===== src/rtl/recip_div_pkg.sv =====
// Shared types and width helpers for the reciprocal-based divider.
package recip_div_pkg;

  typedef enum logic [2:0] {
    IDLE    = 3'd0,
    REQ     = 3'd1,
    RELEASE = 3'd2,
    MUL     = 3'd3,
    DONE    = 3'd4
  } div_state_t;

  // Product of an N-bit dividend and a 2N-bit reciprocal.
  function automatic int prod_w(input int n);
    return 3 * n;
  endfunction

  // Bit counter for 2N multiplier steps, with one spare bit.
  function automatic int cnt_w(input int n);
    return $clog2(2 * n) + 1;
  endfunction

endpackage


===== src/rtl/recip_divider_mul.sv =====
// Sequential shift-add multiplier: acc += bit ? (a << i) : 0, one bit per step.
// RECIP_DIV_ROUND_EN selects a round-half-up preload instead of zero.
module shift_add_mul
  import recip_div_pkg::*;
#(
  parameter int N = 8
) (
  input  logic         clock,
  input  logic         reset,
  input  logic         load,
  input  logic         step,
  input  logic         op_bit,
  input  logic [N-1:0] a,
  output logic         last,
  output logic [N:0]   hi
);

  localparam int PW = prod_w(N);
  localparam int CW = cnt_w(N);

`ifdef RECIP_DIV_ROUND_EN
  localparam logic [PW-1:0] PRELOAD = PW'(1) << (2 * N - 1);
`else
  localparam logic [PW-1:0] PRELOAD = '0;
`endif

  logic [PW-1:0] acc;
  logic [PW-1:0] addend;
  logic [PW:0]   sum;
  logic [CW-1:0] cnt;

  assign addend = op_bit ? (PW'(a) << cnt) : '0;
  assign sum    = {1'b0, acc} + {1'b0, addend};
  // Integer part of the post-step sum, with carry kept for saturation.
  assign hi     = sum[PW:2*N];
  assign last   = (cnt == CW'(2 * N - 1));

  always_ff @(posedge clock or posedge reset) begin
    if (reset) begin
      acc <= '0;
      cnt <= '0;
    end else if (load) begin
      acc <= PRELOAD;
      cnt <= '0;
    end else if (step) begin
      acc <= sum[PW-1:0];
      cnt <= cnt + CW'(1);
    end
  end

endmodule


===== src/rtl/recip_divider.sv =====
// Divider q = a / b: fetches x_inv ~ 2^2N/b over a 4-phase req/ack handshake,
// then q = (a * x_inv) >> 2N. Rounding is enabled by RECIP_DIV_ROUND_EN.
module recip_divider
  import recip_div_pkg::*;
#(
  parameter int N      = 8,
  parameter int N_ITER = 3
) (
  input  logic           clock,
  input  logic           reset,
  input  logic           start,
  input  logic [N-1:0]   a,
  input  logic [N-1:0]   b,
  output logic [N-1:0]   q,
  output logic           done,
  output logic           busy,
  output logic           dz,
  output logic           inv_req,
  output logic [N-1:0]   inv_x,
  output logic [3:0]     n_iter,
  input  logic           inv_ack,
  input  logic [2*N-1:0] x_inv,
  output div_state_t     state_dbg
);

  // Handshake: inv_req rises in REQ and stays high until inv_ack is seen high;
  // the transfer completes only after inv_ack returns low (RELEASE).

  div_state_t     state, next_state;
  logic [N-1:0]   a_r, b_r;
  logic [2*N-1:0] x_r;
  logic           x_load, mul_load, mul_step, mul_last;
  logic [N:0]     mul_hi;

  assign inv_x     = b_r;
  assign n_iter    = 4'(N_ITER);
  assign state_dbg = state;

  always_comb begin
    next_state = state;
    x_load     = 1'b0;
    mul_load   = 1'b0;
    mul_step   = 1'b0;
    case (state)
      IDLE: begin
        if (start) begin
          // x_inv cannot represent 1.0, so b==1 bypasses the reciprocal unit.
          if (b == '0 || b == N'(1)) next_state = DONE;
          else                       next_state = REQ;
        end
      end
      REQ: begin
        if (inv_ack) begin
          x_load     = 1'b1;
          next_state = RELEASE;
        end
      end
      RELEASE: begin
        if (!inv_ack) begin
          mul_load   = 1'b1;
          next_state = MUL;
        end
      end
      MUL: begin
        mul_step = 1'b1;
        if (mul_last) next_state = DONE;
      end
      DONE:    next_state = IDLE;
      default: next_state = IDLE;
    endcase
  end

  always_ff @(posedge clock or posedge reset) begin
    if (reset) begin
      state   <= IDLE;
      a_r     <= '0;
      b_r     <= '0;
      x_r     <= '0;
      q       <= '0;
      dz      <= 1'b0;
      done    <= 1'b0;
      busy    <= 1'b0;
      inv_req <= 1'b0;
    end else begin
      state   <= next_state;
      done    <= (next_state == DONE);
      busy    <= (next_state != IDLE);
      inv_req <= (next_state == REQ);
      if (state == IDLE && start) begin
        a_r <= a;
        b_r <= b;
        if (b == '0) begin
          q  <= '1;
          dz <= 1'b1;
        end else if (b == N'(1)) begin
          q  <= a;
          dz <= 1'b0;
        end
      end
      if (x_load)        x_r <= x_inv;
      else if (mul_step) x_r <= x_r >> 1;
      if (mul_step && mul_last) begin
        dz <= 1'b0;
        q  <= mul_hi[N] ? '1 : mul_hi[N-1:0];
      end
    end
  end

  shift_add_mul #(.N(N)) u_mul (
    .clock  (clock),
    .reset  (reset),
    .load   (mul_load),
    .step   (mul_step),
    .op_bit (x_r[0]),
    .a      (a_r),
    .last   (mul_last),
    .hi     (mul_hi)
  );

endmodule


===== config.mk =====
export PLATFORM = sky130hd
export DESIGN_NAME = recip_divider
export DESIGN_NICKNAME = d
export VERILOG_FILES = /design/src/rtl/recip_div_pkg.sv /design/src/rtl/recip_divider_mul.sv /design/src/rtl/recip_divider.sv
export SDC_FILE = /design/constraint.sdc
export NUM_CORES = 1
export LEC_CHECK = 0
export BUFFER_PORTS_ARGS = -buffer_cell sky130_fd_sc_hd__buf_2
export CORE_ASPECT_RATIO = 0.7
export CORE_MARGIN = 3
export CORE_UTILIZATION = 59
export CTS_CLUSTER_SIZE = 40
export DETAILED_ROUTE_END_ITERATION = 8
export PLACE_DENSITY = 0.91
export SYNTH_ARGS = -nofsm -noshare
export SYNTH_HDL_FRONTEND = slang
export SYNTH_SLANG_ARGS = --single-unit

===== constraint.sdc =====
create_clock -name clock -period 3.7 [get_ports clock]
set_clock_uncertainty 0.2 [all_clocks]
set_input_delay 0.37 -clock clock [delete_from_list [all_inputs] [get_ports clock]]
set_output_delay 0.37 -clock clock [all_outputs]
set_load 0.1 [all_outputs]

# After elaboration in Yosys (flattened, before gate mapping)
# Index checks and enable logic that the tools add are counted.
# totals
input_bits,36
reg_bits,76
word_cells,59
# classes
n_eq_ne,7
shift,1
n_mux,27
n_addsub,2
reduce_logical,11
# op_table
op,count
$mux 24,3
$mux 8,5
$mux 16,2
$add 24x24->25,1
$shl 8x5->24,1
$mux 3,5
$pmux 3 s4,1
$mux 5,2
$mux 1,9
$eq 8x1->1 const B,1
$logic_not 8->1,1
$eq 3x1->1 const B,2
$eq 3x2->1 const B,2
$reduce_bool 2->1,3
$reduce_bool 3->1,2
$add 5x1->5 const B,1
$eq 5x4->1 const B,1
$eq 3x3->1 const B,1
$logic_not 3->1,1
$logic_and 1x1->1,2
$reduce_and 2->1,1
$logic_or 1x1->1,1

# Depth between registers and ports, before layout
# Gate-level depths: netlist of the first run.
# logic_depth
depth_word,6
ltp_mapped,16

# Hierarchy
# A second synthesis of the first run with hierarchy kept.
# hier_totals
cells_unflattened,591
hier_area_um2,5336.4
# by_module_without_submodules
mod,seq_area_each_um2,area_each_um2,cells_each,n_inst
shift_add_mul,725.7,3214.3,401,1
recip_divider,1176.1,2122.0,190,1

# Worst setup path after synthesis of the first run
# Ideal clock, no wire load.
# synth_path
path_type,reg2reg
start,register u_mul.cnt[0]
end,register q[2]
path_stages_with_launch,14
slack_ns,0.245
setup_time_ns,0.140
period_less_slack_ns,3.455
arrival_ns,3.115
cell_sequence,dfrtp_1 > clkbuf_1 > mux2_2 > o21ai_0 > o21ai_0 > nor3b_1 > ha_1 > a21oi_1 > o21a_1 > o221ai_1 > a211oi_1 > and2_1 > clkbuf_1 > a22oi_1
# synth_between
elab_chain_cells,5
elab_cells_between_ends,10
# synth_lines
item,line_no,rtl
start: declaration,recip_divider_mul.sv:30,logic [CW-1:0] cnt;
start signal: assignment,recip_divider_mul.sv:47,cnt <= cnt + CW'(1);
$shl 8x5->24,recip_divider_mul.sv:32,assign addend = op_bit ? (PW'(a) << cnt) : '0;
$mux 24,recip_divider_mul.sv:32,
$add 24x24->25,recip_divider_mul.sv:33,"assign sum = {1'b0, acc} + {1'b0, addend};"
$mux 8,recip_divider.sv:104,q <= mul_hi[N] ? '1 : mul_hi[N-1:0];
$mux 8,recip_divider.sv:102,if (mul_step && mul_last) begin
end signal: assignment,recip_divider.sv:104,
end: declaration,recip_divider.sv:14,"output logic [N-1:0] q,"
# Parallel ways exist; a longest one is shown, timed or not.
# A chain may end at the register's enable or synchronous reset.

# Final worst setup path of the first run
# layout_path
start,register u_mul.cnt[1]
end,register q[7]
# Same word-level chain as after synthesis.

==> impl_results.md, run 1 <==
- Status: finished, final reports clean
- CTS tree: built
- Detailed Routing Iterations Pass 1: 5
- Hold/Removal Path Class: input pin to flip-flop
- Row count: 28
- ANT nets after route: 0
- Setup violations, final: 0
- Vias: 5229
- Initial DRC count: 631
- Critical Path Source: u_mul.cnt[1]
- Worst Setup Start Kind: flip-flop
- FF-to-FF End: q[7]
- Area Overhead vs Synth: 26.2%
- Top_reg_cell synth: dfrtp_1
- Fmax: 273 MHz
- Fraction of layout cells with a size suffix above 1: 0.331
- Launching point of the worst reg2reg path: u_mul.cnt[1]
- Worst hold slack: 0.0430 ns
- Synthesized area: 5230 um^2
- Die W: 119 um
- Crit path largest cell delay: 0.48 ns
- Yosys reg bits: 76
- Grt ovf: 0
- Min-delay src: x_inv[5]
- Slack of the worst reg-to-reg path: 0.04 ns
- # fillers: 571
- Nets@finish: 750
- CP Max Fanout: 8
- First-pass GRT wire length: 25700 um
- DIE AREA: 10000 um^2
- Final Hold Fails: 0
- Design area: 6600 um^2
- Yosys warns: 0
- Worst path cell trace: mux2_4, mux2i_4, o22a_1, mux2_2, nor2_1, ha_1, a21oi_1, o21a_1, o221ai_2, nor4b_1, o211a_1, a211oi_1
- Total wire length: 16500 um
- Max Cap Violations: 0
- CTS Buf Count: 9
- Residual DRC: 0
- I/O pins: 63
- Die Height: 84.8 um
- Starting Density: 0.612
- Post-Synthesis Cells: 592
- Worst R2R Path Depth: 12
- Seq/Total Area, Yosys: 0.364
- Hold path endpoint: x_r[5]
- Total GRT Usage: 0.319
- Routability cong.: 1.01
- WHS Path Cells: 3
- Shortest period the worst path allows: 3.66 ns
- Worst-Margin Slew: 0.947 ns
- DP HPWL: 11400 um
- Syn_area_per_cell: 8.83 um^2
- Maximum root-to-sink buffer count: 2
- Netlist cell types: 71
- Wire per inst: 20.3 um
- Clock Latency Late Sink: 0.34 ns
- Placement Setup Slack: -0.198 ns
- Vias in the first global route: 4977
- Pleak: 2.94 nW
- Share of flip-flops with an asynchronous set or reset: 1.00
- Final antenna diode count: 0
- Clock root buffer: clkbuf_16
- Initial antenna violation count: 0
- Slew margin rel.: 0.366
- Final WS setup: 0.0419 ns
- Period utilization: 0.989
- PwrDens: 823 nW/um^2
- H-Tree Depth: 3
- Reg clk slew, reported paths: 0.06 ns
- Largest net degree at the start of global routing: 35
- Critical path class: flip-flop to flip-flop
- Core Region: 8550 um^2
- Slew Limit Fails: 0
- IO Port Bufs: 58
- Vias per cell: 6.44
- Worst VDD drop: 0.897 mV
- Crit end category: flip-flop
- Crit path DAT: 3.66 ns
- EDFF count, synth: 0
- Slowest cell on crit path: dfrtp_2
- WP data required: 3.71 ns
- Clock sink count: 76
- Area after DPL: 5890 um^2
[area by class of cell]
class                   count  area, um^2  share of cell area
multi-input cells         468        3390               0.514
well taps                 120         150              0.0227
repair buffers            124         792               0.120
inverters                   8        30.0             0.00455
clock buffers              10         239              0.0362
clock inverters             6        95.1              0.0144
flip-flops and latches     76        1900               0.288
[critical path: cells and delay by family (launching register included)]
family	cells	cell delay [ns]
and+or+nand+nor	2	0.40
DFF	1	0.48
AOI/OAI and AO/OA	6	1.41
adders and majority gates	1	0.33
muxes	3	0.70
[cell usage after synthesis, types with 4 or more instances]
library cell / instances / area share
a22o_1: 6 / 0.010
buf_4: 5 / 0.0072
xor2_1: 9 / 0.015
xnor2_1: 7 / 0.012
a21o_1: 6 / 0.0086
a21oi_1: 38 / 0.036
inv_1: 8 / 0.0057
dfrtp_1: 76 / 0.36
nand3b_1: 10 / 0.014
o31ai_1: 4 / 0.0057
o22ai_1: 8 / 0.0096
or3_1: 7 / 0.0084
nand3_1: 9 / 0.0086
a22oi_1: 18 / 0.026
nand4_1: 9 / 0.011
nor3_1: 7 / 0.0067
buf_2: 12 / 0.011
nand2_1: 91 / 0.065
and3_1: 4 / 0.0048
mux2i_1: 10 / 0.019
o21ai_0: 21 / 0.020
clkbuf_1: 20 / 0.014
o21a_1: 4 / 0.0057
nor2_1: 39 / 0.028
o21ai_1: 22 / 0.021
a211oi_1: 10 / 0.014
ha_1: 26 / 0.062
and2_1: 9 / 0.011
mux2_2: 26 / 0.056
o211ai_1: 4 / 0.0057
nand2b_1: 4 / 0.0048
[flip-flops by register name, indices dropped and copies added (netlist names)]
name,count
inv_req,1
busy,1
x_r,16
inv_x,8
done,1
q,8
u_mul.acc,24
dz,1
a_r,8
u_mul.cnt,5
state_dbg,3
[logic make-up (layout without fill, tap and decap cells)]
kind of cell,after synthesis,after routing,synth area share
buf+inv,50,148,0.0467
compound gates,170,170,0.213
xor+xnor,16,16,0.0268
other cells,2,4,0.00144
flops,76,76,0.364
simple gates,215,215,0.208
fa+ha+maj,27,27,0.0660
mux,36,36,0.0751
[stage by stage]
step	power [W]	cells	setup TNS, ns	util
finish	0.00543	812	0	0.772
global route	0.00567	812	-0.416	0.772
CTS	0.00519	804	0	0.733
detailed placement	0.00418	787	-0.837	0.689
global placement	0.00408	787	0	0.689
floorplan	0.00338	594	0	-
[cell usage in the layout, fill, tap and decap left out, types with 6 or more instances in the layout]
master	Yosys	layout
inv_1	8	7
a21oi_2	0	9
a21oi_1	38	26
nand4_1	9	9
xor2_1	9	9
mux2_2	26	24
xnor2_1	7	7
o21ai_1	22	27
a22oi_1	18	18
o22ai_1	8	7
nor2_1	39	38
buf_4	5	64
clkbuf_16	0	9
o21ai_0	21	13
nand3_1	9	9
buf_2	12	58
nand2_1	91	88
a21o_1	6	6
dfrtp_1	76	75
nand3b_1	10	10
or3_1	7	7
and2_1	9	7
mux2i_1	10	7
ha_1	26	20
[power breakdown]
part	leakage, nW	switching (W)	internal [W]
logic	1.80	0.00200	0.00105
clock network	0.163	0.000369	0.000615
registers	0.970	0.000274	0.00113
[worst max-delay path by stage]
stage / to / slack, ns
finish: q[7] / 0.04
global route: q[4] / -0.06
CTS: q[1] / 0.03
detailed placement: q[6] / -0.20
global placement: q[6] / 0.02
floorplan: q[2] / 0.25
[what timing repair did]
item                                    4_1_cts  5_1_grt
gates resized for setup                      10       63
endpoints found under the hold margin        32        0
setup buffers                                 0        8
hold buffers                                  1        0
endpoints found under the setup margin       11       17
pin swaps                                     0       15
[metal layers]
metal	track usage	share of wire	vias to the layer above
met1	0.446	0.42	2526
met2	0.506	0.46	316
li1	-	-	2338
met3	0.0660	0.092	49
met4	0.0957	0.024	0
met5	0	0	-
Power figures use the tool's default switching activity.
==> run 2: changes to the inputs <==
==> constraint.sdc (replaced) <==
create_clock -name clock -period 4.2 [get_ports clock]
set_clock_uncertainty 0.2 [all_clocks]
set_input_delay 0.42 -clock clock [delete_from_list [all_inputs] [get_ports clock]]
set_output_delay 0.42 -clock clock [all_outputs]
set_load 0.1 [all_outputs]
==> impl_results.md, run 2 (synthesis gave the netlist of run 1 again) <==
- Launching point of the worst reg2reg path: u_mul.cnt[0]
- Status: finished, final reports clean
- Nets@finish: 692 (-7.7%)
- Crit path to: q[4]
- Pleak: 2.57 nW (-12%)
- Placement Setup Slack: 0.128 ns (+0.326 ns)
- Grt ovf: 0 (unchanged)
- Shortest period the worst path allows: 4.01 ns (+0.357 ns)
- CP Max Fanout: 19 (+11)
- Crit path DAT: 4.06 ns (+0.40 ns)
- RSZ-0062 raised after global routing: no
- Fraction of layout cells with a size suffix above 1: 0.203 (-0.127)
- CTS Hold Bufs: 0 (-1)
- Period utilization: 0.956 (-0.0327)
- Largest net degree at the start of global routing: 42 (+20%)
- Area Overhead vs Synth: 11.8%
- Row count: 28 (unchanged)
- Crit path largest cell delay: 0.65 ns (+0.17 ns)
- Most common cell after layout, fill and taps aside: nand2_1
- Setup violations, final: 0 (unchanged)
- Crit end category: flip-flop
- Worst-Margin Slew: 0.951 ns (+0.00357 ns)
- Starting Density: 0.612 (unchanged)
- Worst path cell trace: mux2_2, o21ai_0, o21ai_0, nor2b_1, ha_1, nand2_1, o21ai_1, nor2_1, o311ai_1, o21ai_0, a22oi_1
- Vias in the first global route: 4567 (-8.2%)
- Busiest grt layer: met2
- WP data required: 4.25 ns (+0.54 ns)
- Most frequent cells in the layout: nand2_1, dfrtp_1, buf_2, nor2_1, a21oi_1
- Clock root buffer: clkbuf_16
- Slew margin rel.: 0.364 (-0.00238)
- Fmax: 249 MHz (-8.9%)
- First-pass GRT wire length: 23200 um (-9.6%)
- Wire per inst: 18.8 um (-7.5%)
- Worst R2R Path Depth: 11 (-1)
- Vias: 4798 (-8.2%)
- Slack of the worst reg-to-reg path: 0.19 ns (+0.14 ns)
- Final Util: 0.684 (-0.0884)
- Reg clk slew, reported paths: 0.06 ns (about the same)
- Total GRT Usage: 0.288 (-0.0316)
- CTS Buf Count: 9 (unchanged)
- Largest Register: u_mul.acc
- Initial antenna violation count: 0 (unchanged)
- H-Tree Depth: 3 (unchanged)
- Largest registers: u_mul.acc x24, x_r x16
- Worst VDD drop: 0.945 mV (+5.4%)
- DP HPWL: 10500 um (-7.7%)
- ANT nets after route: 0 (unchanged)
- Clock Latency Late Sink: 0.34 ns (about the same)
- I/O pins: 63 (unchanged)
- Setup Buffers After CTS: 0 (unchanged)
- Max reg flops: 24 (unchanged)
- M2 GR Usage: 0.427 (-0.0784)
- Final Hold Fails: 0 (unchanged)
- Maximum root-to-sink buffer count: 2 (unchanged)
- Core Region: 8550 um^2 (unchanged)
- Vias per cell: 6.36 (-1.2%)
- Clock sink count: 76 (unchanged)
- Met1 Use GR: 0.415 (-0.0311)
- Die Height: 84.8 um (unchanged)
- PwrDens: 733 nW/um^2 (-11%)
- FF-to-FF End: q[4]
- Hold/Removal Path Class: input pin to asynchronous set/reset pin
- CTS tree: built
- Met3 usage: 0.0754 (+0.00943)
- Final antenna diode count: 0 (unchanged)
- Final WS setup: 0.185 ns (+0.143 ns)
- Initial DRC count: 651 (+3.2%)
- Residual DRC: 0 (unchanged)
- Max Cap Violations: 0 (unchanged)
- Worst hold slack: 0.0326 ns (-0.0104 ns)
- Worst Setup Start Kind: flip-flop
- IO Port Bufs: 58 (unchanged)
- DIE AREA: 10000 um^2 (unchanged)
- CP dominant cell by count: o21ai_0
- Critical path class: flip-flop to flip-flop
- Slew Limit Fails: 0 (unchanged)
- CTS resizes: 0 (-10)
- Slowest cell on crit path: o311ai_1
- Detailed Routing Iterations Pass 1: 5 (unchanged)
- # fillers: 668 (+17%)
- Die W: 119 um (unchanged)
- Critical Path Source: u_mul.cnt[0]
- Sum Neg Setup Slack: 0 ns (unchanged)
- Routability cong.: 0.930 (-8.2%)
- Total wire length: 14200 um (-14%)
run 2: how the worst min path moves through the flow:
stage / endpoint / slack, ns / cells after the start
CTS: done / 0.06 / 2
finish: done / 0.03 / 2
global route: done / 0.08 / 2
floorplan: x_r[10] / 0.25 / 2
detailed placement: x_r[5] / 0.26 / 2
global placement: x_r[3] / 0.26 / 2
run 2: critical path, delay by kind of cell (launching register included):
kind                       cells  cell delay, ns
adders and majority gates      1            0.36
AOI/OAI and AO/OA              6            1.99
and+or+nand+nor                3            0.43
DFF                            1            0.55
muxes                          1            0.39
run 2: through the flow:
| stage | instances | power (W) | area [um^2] |
|---|---|---|---|
| final | 754 | 0.00429 | 5850 |
| after global routing | 754 | 0.00451 | 5850 |
| after CTS | 754 | 0.00425 | 5820 |
| after detailed placement | 738 | 0.00345 | 5520 |
| after global placement | 738 | 0.00338 | 5520 |
| after floorplan | 594 | 0.00298 | 5240 |
run 2: per-layer routing:
metal / up-vias / routed length (um)
li1: 2221 / -
met1: 2308 / 6440
met2: 237 / 6120
met3: 32 / 1320
met4: 0 / 304
met5: - / 0
run 2: layout make-up:
type | instances | area (um^2) | share of cell area
sequential | 76 | 1910 | 0.326
multi-input combinational | 468 | 3110 | 0.532
clock inverter | 6 | 71.3 | 0.0122
tap | 120 | 150 | 0.0257
timing repair buffer | 66 | 350 | 0.0599
clock buffer | 10 | 229 | 0.0392
inverter | 8 | 30.0 | 0.00514
run 2: where the power goes:
group	switching [W]	total [W]	internal, W
Clock	0.000326	0.000792	0.000466
Sequential	0.000289	0.00129	0.000996
Combinational	0.00155	0.00221	0.000666
Total	0.00216	0.00429	0.00213
